--- src/rtl/scan_code_sequencer.sv ---
// -----------------------------------------------------------------------------
// scan_code_sequencer
//
// Purpose:
//    Generates the 3-bit channel code for a 3-to-8 one-hot decoder. The eight
//    channels are visited in ascending round-robin order. Each channel enabled
//    in ch_mask is held for DWELL_CYCLES clocks, and masked channels are
//    skipped. Scanning is either continuous or a single pass. Each completed
//    pass is reported with a one-cycle frame_done pulse.
//
// Build option:
//    SCAN_GAP_EN  When this macro is defined, one blanking (GAP) cycle is
//                 inserted before every new channel dwell. During GAP,
//                 sel_valid is low and sel already shows the next code. A
//                 single-pass end goes straight to IDLE with no GAP. When the
//                 macro is undefined, channels run back to back.
//
// Parameters:
//    DWELL_CYCLES  clocks each channel is held (1 .. 65535)
//    CNT_W         dwell counter width, 2**CNT_W >= DWELL_CYCLES
//
// Ports:
//    clk         in   system clock, rising edge
//    rst         in   synchronous active-high reset
//    start       in   single-cycle scan request, ignored while busy
//    stop        in   abort scanning, has priority over start
//    mode_cont   in   1 = continuous, 0 = single pass (latched at start)
//    ch_mask     in   [7:0] channel enables, read live at each advance
//    sel         out  [2:0] registered channel code for the decoder
//    sel_valid   out  sel should be decoded
//    busy        out  FSM is not idle
//    frame_done  out  one-cycle pulse at the end of each full pass
// -----------------------------------------------------------------------------
module scan_code_sequencer #(
   parameter int DWELL_CYCLES = 1000,
   parameter int CNT_W        = 16
) (
   input  logic       clk,
   input  logic       rst,
   input  logic       start,
   input  logic       stop,
   input  logic       mode_cont,
   input  logic [7:0] ch_mask,
   output logic [2:0] sel,
   output logic       sel_valid,
   output logic       busy,
   output logic       frame_done
);

`ifdef SCAN_GAP_EN
   typedef enum logic [1:0] {
      ST_IDLE = 2'd0,
      ST_SCAN = 2'd1,
      ST_GAP  = 2'd2
   } state_t;

   // Every channel change passes through one blanking cycle first.
   localparam state_t LP_ADV_STATE = ST_GAP;
`else
   typedef enum logic [1:0] {
      ST_IDLE = 2'd0,
      ST_SCAN = 2'd1
   } state_t;

   localparam state_t LP_ADV_STATE = ST_SCAN;
`endif

   localparam logic [CNT_W-1:0] LP_CNT_LAST = CNT_W'(DWELL_CYCLES - 1);
   localparam logic [CNT_W-1:0] LP_CNT_ONE  = CNT_W'(1);

   // -------------------------------------------------------------------------
   // Channel search helpers
   // -------------------------------------------------------------------------

   // Index of the lowest set bit. The result is only meaningful when
   // mask != 0, and callers check that first.
   function automatic logic [2:0] f_lowest(input logic [7:0] mask);
      logic [2:0] idx;
      idx = 3'd0;
      for (int i = 7; i >= 0; i--) begin
         if (mask[i]) idx = 3'(i);
      end
      return idx;
   endfunction

   // True when some enabled channel lies strictly above cur.
   function automatic logic f_has_above(input logic [7:0] mask,
                                        input logic [2:0] cur);
      logic hit;
      hit = 1'b0;
      for (int i = 0; i < 8; i++) begin
         if (mask[i] && (i > int'(cur))) hit = 1'b1;
      end
      return hit;
   endfunction

   // Lowest enabled channel strictly above cur. It returns cur when no such
   // channel exists, and callers gate it with f_has_above.
   function automatic logic [2:0] f_next_above(input logic [7:0] mask,
                                               input logic [2:0] cur);
      logic [2:0] idx;
      idx = cur;
      for (int i = 7; i >= 0; i--) begin
         if (mask[i] && (i > int'(cur))) idx = 3'(i);
      end
      return idx;
   endfunction

   // -------------------------------------------------------------------------
   // State and datapath registers
   // -------------------------------------------------------------------------
   state_t           r_state;
   logic [2:0]       r_sel;
   logic [CNT_W-1:0] r_cnt;
   logic             r_mode;
   logic             r_frame_done;

   state_t           w_state_nxt;
   logic [2:0]       w_sel_nxt;
   logic [CNT_W-1:0] w_cnt_nxt;
   logic             w_mode_nxt;
   logic             w_frame_done_nxt;
   logic             w_dwell_end;
   logic             w_mask_any;
   logic             w_has_above;
   logic [2:0]       w_next_above;
   logic [2:0]       w_lowest;

   assign w_dwell_end  = (r_cnt == LP_CNT_LAST);
   assign w_mask_any   = (ch_mask != 8'h00);
   assign w_has_above  = f_has_above(ch_mask, r_sel);
   assign w_next_above = f_next_above(ch_mask, r_sel);
   assign w_lowest     = f_lowest(ch_mask);

   always_ff @(posedge clk) begin
      if (rst) begin
         r_state      <= ST_IDLE;
         r_sel        <= 3'd0;
         r_cnt        <= '0;
         r_mode       <= 1'b0;
         r_frame_done <= 1'b0;
      end else begin
         r_state      <= w_state_nxt;
         r_sel        <= w_sel_nxt;
         r_cnt        <= w_cnt_nxt;
         r_mode       <= w_mode_nxt;
         r_frame_done <= w_frame_done_nxt;
      end
   end

   // -------------------------------------------------------------------------
   // Next-state and next-value logic
   // -------------------------------------------------------------------------
   always_comb begin
      w_state_nxt      = r_state;
      w_sel_nxt        = r_sel;
      w_cnt_nxt        = r_cnt;
      w_mode_nxt       = r_mode;
      w_frame_done_nxt = 1'b0;

      case (r_state)
         ST_IDLE: begin
            w_cnt_nxt = '0;
            // A start with an empty mask is dropped, because there is
            // nothing to scan.
            if (start && !stop && w_mask_any) begin
               w_state_nxt = ST_SCAN;
               w_sel_nxt   = w_lowest;
               w_mode_nxt  = mode_cont;
            end
         end

         ST_SCAN: begin
            if (stop) begin
               w_state_nxt = ST_IDLE;
               w_cnt_nxt   = '0;
            end else if (w_dwell_end) begin
               w_cnt_nxt = '0;
               if (!w_mask_any) begin
                  // All channels disabled mid-scan: quiet abort, no frame end.
                  w_state_nxt = ST_IDLE;
               end else if (w_has_above) begin
                  w_sel_nxt   = w_next_above;
                  w_state_nxt = LP_ADV_STATE;
               end else begin
                  // Wrap past channel 7, which ends the frame.
                  w_frame_done_nxt = 1'b1;
                  if (r_mode) begin
                     w_sel_nxt   = w_lowest;
                     w_state_nxt = LP_ADV_STATE;
                  end else begin
                     // Single pass: sel keeps showing the last channel.
                     w_state_nxt = ST_IDLE;
                  end
               end
            end else begin
               w_cnt_nxt = r_cnt + LP_CNT_ONE;
            end
         end

`ifdef SCAN_GAP_EN
         ST_GAP: begin
            // sel already holds the upcoming code. The dwell starts at zero
            // on the next cycle.
            w_cnt_nxt   = '0;
            w_state_nxt = stop ? ST_IDLE : ST_SCAN;
         end
`endif

         default: begin
            w_state_nxt = ST_IDLE;
            w_cnt_nxt   = '0;
         end
      endcase
   end

   // -------------------------------------------------------------------------
   // Outputs
   // -------------------------------------------------------------------------
   assign sel        = r_sel;
   assign sel_valid  = (r_state == ST_SCAN);
   assign busy       = (r_state != ST_IDLE);
   assign frame_done = r_frame_done;

endmodule
--- config.mk ---
export PLATFORM = sky130hd
export DESIGN_NAME = scan_code_sequencer
export DESIGN_NICKNAME = d
export VERILOG_FILES = /design/src/rtl/scan_code_sequencer.sv
export SDC_FILE = /design/constraint.sdc
export NUM_CORES = 1
export LEC_CHECK = 0
export BUFFER_PORTS_ARGS = -buffer_cell sky130_fd_sc_hd__clkbuf_2
export CAP_MARGIN = 10
export CORE_AREA = 3 3 68 86
export CTS_CLUSTER_SIZE = 10
export DETAILED_ROUTE_END_ITERATION = 16
export DIE_AREA = 0 0 71 89
export GPL_TIMING_DRIVEN = 0
export HOLD_SLACK_MARGIN = 0.1
export PLACE_DENSITY_LB_ADDON = 0.1
export SYNTH_ARGS = -nofsm -noshare
export SYNTH_HDL_FRONTEND = slang
export SYNTH_SLANG_ARGS = --single-unit
--- constraint.sdc ---
create_clock -name clk -period 2.1 [get_ports clk]
set_clock_uncertainty 0.1 [all_clocks]
set_input_delay 0.105 -clock clk [delete_from_list [all_inputs] [get_ports clk]]
set_output_delay 0.105 -clock clk [all_outputs]
set_load 0.05 [all_outputs]
# Word level (Yosys, flattened, before mapping)
# Index checks and enable logic that the tools add are counted.
# word_totals
word_cells,81
out_inout_bits,6
register_bits,23
input_bits,13
# classes
order_cmp,7
n_reduce_logical,19
bitwise_logic,3
addsub,1
n_mux,37
eq_ne,9
# op_table
op,count
two-way mux 3 bit,21
"adder 16 x 1 -> 16 bit, second input constant",1
"== test 16 x 10 -> 1 bit, second input constant",1
"greater-than comparator 3 bit, first input constant",4
two-way mux 1 bit,11
logical AND 1 bit,9
"inequality test 9 x 2 -> 1 bit, second input constant",1
nonzero test 8 bit,1
AND reduction 7 bit,1
"greater-than comparator 2 x 3 -> 1 bit, first input constant",2
two-way mux 2 bit,3
case mux 3 bit (2 select lines),1
OR reduction 5 bit,1
"inequality test 2 x 1 -> 1 bit, second input constant",2
"inequality test 2 bit, second input constant",2
case mux 2 bit (2 select lines),1
AND reduction 2 bit,2
nonzero test 2 bit,2
OR reduction 4 bit,1
"greater-than comparator 1 x 3 -> 1 bit, first input constant",1
"inequality test 3 x 1 -> 1 bit, second input constant",1
"inequality test 3 x 2 -> 1 bit, second input constant",1
inverter 1 bit,3
"== test 2 x 1 -> 1 bit, second input constant",1
2 further kinds,2

# Depth between registers and ports, before layout
# Gate-level depths: netlist of the first run.
# depth
depth_word,14
ltp_mapped,7
depth_no_buf,7

# Least setup slack after synthesis of the first run
# OpenSTA, ideal clock, no wires.
# synth_timing
kind,register to register
start,reg r_sel[1] (netlist: sel[1])
end,reg r_sel[0] (netlist: sel[0])
path_buffers,1
arrival_ns,2.008
path_stages_with_launch,8
slack_ns,-0.099
path_cell_list,dfxtp_1 buf_6 nand2b_1 a211oi_1 a211oi_2 a21boi_1 or3_1 a311oi_1
# synth_between
elab_chain_len,14
elab_cells_between_ends,35
classes_between,order compare: 7; eq/ne: 2; mux: 18; reduce/logical: 8
# synth_lines
element,line,source
start: declaration,113,logic [2:0] r_sel;
start signal: assignment,144,r_sel <= w_sel_nxt;
greater-than comparator 1 x 3 -> 1 bit,"92, 104",
logical AND 1 bit,"92, 104",
two-way mux 1 bit (7 in a row),92,if (mask[i] && (i > int'(cur))) hit = 1'b1;
two-way mux 3 bit,182,end else if (w_has_above) begin
two-way mux 3 bit,179,if (!w_mask_any) begin
two-way mux 3 bit,177,end else if (w_dwell_end) begin
two-way mux 3 bit,174,if (stop) begin
case mux 3 bit (2 select lines),161,case (r_state)
# Parallel ways exist; a longest one is shown, timed or not. The select of a mux whose other input is x is not followed.
# A chain may end at the register's enable or synchronous reset.

# Final worst setup path of the first run
# layout_timing
start,reg r_sel[0] (netlist: sel[0])
end,reg r_sel[2] (netlist: sel[2])
# Same word-level chain as after synthesis.

==> results of run 1 <==
-- placed cells by master (no fill, tap or decap), drive strengths merged, types with 3 or more instances in the layout --
| master | instances |
|---|---|
| a211oi | 5 |
| a21oi | 5 |
| and3 | 3 |
| buf | 6 |
| clkbuf | 22 |
| dfxtp | 22 |
| dlygate4sd3 | 6 |
| inv | 4 |
| mux2i | 3 |
| nand2 | 11 |
| nand2b | 6 |
| nand3 | 11 |
| nor2 | 30 |
| nor3 | 3 |
| nor4 | 4 |
| o21ai | 5 |
| xnor2 | 4 |
| xor2 | 10 |
-- worst max-delay path, stage by stage (launching register included) --
cell	delay (ps)
dfxtp_2	370
or2b_2	300
a31oi_1	200
a211oi_2	120
buf_4	150
a41oi_4	300
buf_6	140
nor2_1	30
a211oi_1	180
-- cells by family after synthesis --
group / count (synthesis)
buffers and inverters: 8
AOI/OAI and AO/OA: 25
xor gates and xnor gates: 14
and+or+nand+nor: 82
adders and majority gates: 1
DFF: 22
muxes: 3
-- synthesized netlist by cell type (3+ instances only) --
library cell | instances | area, sq um
nor4_1 | 4 | 25.0
dfxtp_1 | 22 | 440
inv_1 | 4 | 15.0
a21oi_1 | 5 | 25.0
xor2_1 | 10 | 87.6
a211oi_1 | 4 | 30.0
nand3_1 | 11 | 55.1
mux2i_1 | 3 | 30.0
nor3_1 | 3 | 15.0
nand2_1 | 11 | 41.3
nor2_1 | 30 | 113
o21ai_0 | 5 | 25.0
xnor2_1 | 4 | 35.0
nand2b_1 | 6 | 37.5
and3_1 | 3 | 18.8
-- per-stage QoR --
step / utilization [%] / setup TNS (ps)
6_report: 32.6 / 0
5_1_grt: 32.6 / 0
3_5_place_dp: 28.0 / -1930
2_1_floorplan: - / 0
3_3_place_gp: 28.0 / -1940
4_1_cts: 31.0 / 0
-- flip-flops by register name, indices dropped and copies added (netlist names) --
name / flops
r_state: 1
frame_done: 1
sel: 3
r_mode: 1
r_cnt: 16
-- layout make-up --
| class | instances | share of cell area, % |
|---|---|---|
| repair buffers | 27 | 10.6 |
| well taps | 62 | 4.68 |
| multi-input cells | 125 | 51.6 |
| inverters | 4 | 0.906 |
| clock buffers | 3 | 2.49 |
| flip-flops and latches | 22 | 27.3 |
| plain buffers | 4 | 2.42 |
-- power groups by stage --
stage	Sequential, mW	Combinational, mW	Clock [mW]
2_1_floorplan	0.461	0.0789	0
3_3_place_gp	0.444	0.139	0
3_5_place_dp	0.444	0.141	0
4_1_cts	0.435	0.155	0.275
5_1_grt	0.435	0.180	0.292
6_report	0.433	0.164	0.260
-- how the worst max path moves through the flow --
stage	to	from	slack (ps)	cells past startpoint
2_1_floorplan	sel[0]	r_state[0]	60	6
3_5_place_dp	sel[0]	r_cnt[0]	-230	7
5_1_grt	r_state[0]	r_cnt[13]	3	6
3_3_place_gp	sel[1]	r_cnt[0]	-240	7
4_1_cts	sel[0]	sel[1]	2	7
6_report	sel[2]	sel[0]	120	8
-- layer usage --
metal	wire [microns]	vias up	share of wire, %	track usage [%]
met5	0	-	0	0
met4	51	0	1.6	3.59
met3	102	7	3.2	1.91
met2	1680	22	52	21.8
met1	1370	554	43	11.5
li1	-	612	-	-
-- repair_timing --
action,4_1_cts,5_1_grt
setup buffers,0,3
hold buffers,6,0
endpoints found under the hold margin,7,0
gates resized for setup,9,12
setup endpoints to repair,13,13
pin swaps,0,6
==> out/results.txt, run 1 <==
number of global-route vias before repair = 1200
post-synthesis adder-cell area fraction = 1.00%
post-route cell area = 1660 sq um
TritonRoute pass-1 iters = 4
Synth Instances = 155
CTS buffer count = 3
core area = 5080 sq um
#FFs+latches synth = 22
Final Critical Period = 1980 ps
GRT Util Overall = 10.9%
global-route wire length before repair = 5530 microns
flop2flop setup slack = 120 ps
Hold Path Sink = sel[0]
gpl congestion = 0.770
WP data required = 2180 ps
fill count = 563
Seq pwr share = 50.5%
Avg WL per Cell = 13.0 microns
Final #Nets = 201
Synth Area in Compound Gates = 13.7%
mux contribution to synthesized area = 2.40%
Die ar. = 6320 sq um
dpl ws = -234 ps
HPWL after DPL = 2400 microns
Final WS setup = 120 ps
Post-synth ARST share = 0%
Synth warnings = 0
Syn Std Cell Area = 1250 sq um
Critical Path AT = 2060 ps
TritonCTS clock tree = built
die width = 71 microns
DR vias = 1195
IO Port Bufs = 18
hold depth = 4
Primary FF master, synth = dfxtp_1
RSZ-0062 raised after global routing = no
max-slew violations = 0
Lkg Pwr = 0.582 nW
share of cells above drive strength 1 = 25.9%
outcome = finished clean
floorplan row count = 29
DRT iter0 DRCs = 53
# clock sinks = 22
Finish-stage setup viols = 0
Synthesized Nets = 169
Worst Hold Launch = ch_mask[2]
Worst R2R End = sel[2]
crit share post-route = 94.3%
R2R cell count = 8
Synth Area in Simple Gates = 33.4%
Post-Syn Area per Cell = 8.06 sq um
Vias/cell = 4.84
fmax = 505 MHz
Worst-path clk slew = 80 ps
CP Capture Type = flip-flop
Seq/Total Area, Yosys = 35.3%
clock buffer depth = 2
max_cap viols = 0
max_slew headroom = 63.3%
Root Driver = clkbuf_8
P_sw = 0.239 mW
Syn-to-layout area delta = 32.7%
nature of the critical path startpoint = flip-flop
# DRC = 0
total power = 0.857 mW
Hold Worst Slack = 166 ps
Remaining Overflow, GRT = 0
Comb pwr share = 19.2%
Setup CP Type = reg2reg
Placed Cells incl. Taps = 235
PD cells = 517 nW/um^2
largest net degree at the start of global routing = 12
multi-input logic area = 855 sq um
I/O pin count = 19
Initial Utilization = 24.6%
number of flops mapped to enable cells by yosys = 0
Hold Vio Cnt, Final = 0
Worst Tran Pin Value = 546 ps
Synth Area in XOR/XNOR = 9.82%
Net Sw Frac = 27.8%
RR Startpoint = sel[0]
DP Area = 1420 sq um
Crit Path Max Fanout = 9
VDD IR max = 0.219 mV
Post-Layout Cell Count = 247
post-synthesis cell type count = 39
P_int = 0.618 mW
Clock Power Share = 30.3%
Routed WL = 3200 microns
Skew-Pair Late Insertion Delay = 260 ps
antenna violations before repair = 0
H-Tree Depth = 1
largest family of logic cells by synthesized area = simple AND/OR/NAND/NOR gates
# diodes = 0
Min-Delay Path Class = in2reg
number of routed nets with antenna violations = 0
DIE HEIGHT = 89 microns
storage element area = 452 sq um
Note: power is estimated with default switching activity, not from simulation.
==> run 2: changes to the inputs <==
--- a/config.mk
+++ b/config.mk
@@ -14,6 +14,7 @@
 export GPL_TIMING_DRIVEN = 0
 export HOLD_SLACK_MARGIN = 0.1
 export PLACE_DENSITY_LB_ADDON = 0.1
+export REMOVE_ABC_BUFFERS = 1
 export SYNTH_ARGS = -nofsm -noshare
 export SYNTH_HDL_FRONTEND = slang
 export SYNTH_SLANG_ARGS = --single-unit
==> constraint.sdc (replaced) <==
create_clock -name clk -period 1.9 [get_ports clk]
set_clock_uncertainty 0.1 [all_clocks]
set_input_delay 0.095 -clock clk [delete_from_list [all_inputs] [get_ports clk]]
set_output_delay 0.095 -clock clk [all_outputs]
set_load 0.05 [all_outputs]
==> run 2 against run 1 <==
Core utilization increased by 1.3 points. Flip-flop and latch count unchanged. Clock power increased by 11%. Worst setup slack got worse by 61 ps. First-iteration DRC count decreased by 34%. Power increased by 12%. Combinational power increased by 18%. Cell count increased by 2.8%. Register-to-register slack got worse by 50 ps. Via count increased by 5.0%. Sequential share of layout area decreased by 0.50 points. Largest cell class unchanged.
==> out/results.txt, run 2 (synthesized netlist as in run 1, its figures left out) <==
DR vias = 1255 (was 1195)
Setup TNS = 0 ps (unchanged)
Finish-stage setup viols = 0 (unchanged)
IO Port Bufs = 18 (unchanged)
Crit Path Max Fanout = 4 (was 9)
most frequent cells in the layout = nor2_1, clkbuf_2, dfxtp_1 (unchanged)
H-Tree Depth = 1 (unchanged)
slowest library cell on the worst path = dlygate4sd3_1 (was dfxtp_2)
final core utilization = 33.9% (was 32.6%)
CP top delay family = buffers and inverters (was compound AO/OA/AOI/OAI gates)
Critical Path Stages = 7 (was 8)
Worst Hold Launch = ch_mask[2] (unchanged)
GRT Util Overall = 11.1% (was 10.9%)
Worst-path clk slew = 80 ps (about the same)
CTS buffer count = 3 (unchanged)
max_cap viols = 0 (unchanged)
# clock sinks = 22 (unchanged)
TritonRoute pass-1 iters = 4 (unchanged)
CP Capture Type = flip-flop (unchanged)
post-route cell area = 1720 sq um (was 1660 sq um)
TritonCTS clock tree = built (unchanged)
share of cells above drive strength 1 = 31.8% (was 25.9%)
max_slew headroom = 67.2% (was 63.3%)
RSZ-0062 raised after global routing = yes (was no)
outcome = finished clean (unchanged)
crit share post-route = 96.9%
crit path capture = r_mode (was sel[2])
storage element area = 460 sq um (was 452 sq um)
Syn-to-layout area delta = 37.8% (was 32.7%)
DRT iter0 DRCs = 35 (was 53)
Avg WL per Cell = 13.1 microns (was 13.0 microns)
Worst Tran Pin Value = 487 ps (was 546 ps)
fill count = 555 (was 563)
crit-path max cell delay = 550 ps (was 370 ps)
die width = 71 microns (unchanged)
# diodes = 0 (unchanged)
nature of the critical path startpoint = input port (was flip-flop)
VDD IR max = 0.206 mV (was 0.219 mV)
floorplan row count = 29 (unchanged)
Buf+Inv Stages, Crit Path = 3 (was 2)
CP Cell Sequence = dlygate4sd3_1, clkbuf_2, nor2_1, a31o_2, o21ai_0, a21oi_1, dlygate4sd3_1 (was or2b_2, a31oi_1, a211oi_2, buf_4, a41oi_4, buf_6, nor2_1, a211oi_1)
Worst R2R End = sel[0] (was sel[2])
Die ar. = 6320 sq um (unchanged)
Min-Delay Path Class = in2reg (unchanged)
Setup CP Type = in2reg (was reg2reg)
multi-input logic area = 878 sq um (was 855 sq um)
number of global-route vias before repair = 1206 (was 1200)
# DRC = 0 (unchanged)
Vias/cell = 4.94 (was 4.84)
clock buffer depth = 2 (unchanged)
fmax = 543 MHz
gpl congestion = 0.766 (was 0.770)
HPWL after DPL = 2290 microns (was 2400 microns)
Critical Path AT = 1950 ps (was 2060 ps)
Routed WL = 3340 microns (was 3200 microns)
Skew-Pair Late Insertion Delay = 260 ps (about the same)
max reg flops = 16 (unchanged)
Final Critical Period = 1840 ps
max-slew violations = 0 (unchanged)
number of routed nets with antenna violations = 0 (unchanged)
Lkg Pwr = 0.614 nW (was 0.582 nW)
R2R cell count = 6 (was 8)
RR Startpoint = sel[2] (was sel[0])
most flop-heavy register = r_cnt (unchanged)
core area = 5080 sq um (unchanged)
PD cells = 558 nW/um^2 (was 517 nW/um^2)
commonest non-fill, non-tap cell in the layout = nor2_1 (unchanged)
DP Area = 1380 sq um (was 1420 sq um)
Remaining Overflow, GRT = 0 (unchanged)
Initial Utilization = 24.6% (unchanged)
DIE HEIGHT = 89 microns (unchanged)
Final #Nets = 208 (was 201)
antenna violations before repair = 0 (unchanged)
critical path's most frequent cell = dlygate4sd3_1
Hold Vio Cnt, Final = 0 (unchanged)
Critical Path Start = ch_mask[0] (was sel[0])
Root Driver = clkbuf_8 (unchanged)
flop2flop setup slack = 70 ps (was 120 ps)
WP data required = 2010 ps (was 2180 ps)
I/O pin count = 19 (unchanged)
global-route wire length before repair = 5690 microns (was 5530 microns)
largest net degree at the start of global routing = 14 (was 12)
## run 2: worst register-to-register path, stage by stage, from the launching register on
cell and delay (ps):
dfxtp_4 370, nor3b_2 180, a31oi_2 50, a211oi_2 300
a21boi_2 130, or3_1 360, a311oi_1 250
## run 2: worst min-delay path by stage
stage	endpoint	slack, ps	cells after the start
after floorplan	r_mode	60	1
after global placement	r_mode	230	3
after detailed placement	r_mode	240	3
after CTS	sel[0]	100	4
after global routing	sel[0]	120	4
final	sel[0]	100	4
## run 2: cell type report
class | count | share of cell area, %
Clock buffer | 3 | 2.40
Inverter | 4 | 0.873
Multi-Input combinational cell | 126 | 51.1
Sequential cell | 22 | 26.8
Tap cell | 62 | 4.51
Timing Repair Buffer | 37 | 14.4
## run 2: power breakdown
group | internal [mW] | switching [mW] | total [mW] | leakage (nW)
sequential | 0.467 | 0.0117 | 0.478 | 0.183
combinational | 0.0832 | 0.109 | 0.193 | 0.410
clock | 0.142 | 0.148 | 0.289 | 0.0216
total | 0.691 | 0.269 | 0.960 | 0.614
## run 2: layer usage
layer / GRT usage (%) / routed length [microns] / vias to the layer above
met5: 0 / 0 / -
met1: 12.4 / 1440 / 607
met2: 21.6 / 1770 / 20
li1: - / - / 624
met4: 2.56 / 27 / 0
met3: 2.14 / 104 / 4
## run 2: what timing repair did
item | in CTS | in global routing
pin swaps | 8 | 8
endpoints found under the hold margin | 6 | 0
gates resized for setup | 20 | 12
buffers inserted | 2 | 11
hold buffers | 6 | 0
cloned | 1 | 0
endpoints found under the setup margin | 20 | 17
## run 2: through the flow
step                power [mW]  cells  hold slack (ps)  setup slack (ps)
floorplan                0.586    151             64.1              -490
global placement         0.634    231              229              -423
detailed placement       0.635    231              239              -415
CTS                      0.947    243              101             -13.3
global route              1.01    254              119             -54.6
finish                   0.960    254             97.2              58.7
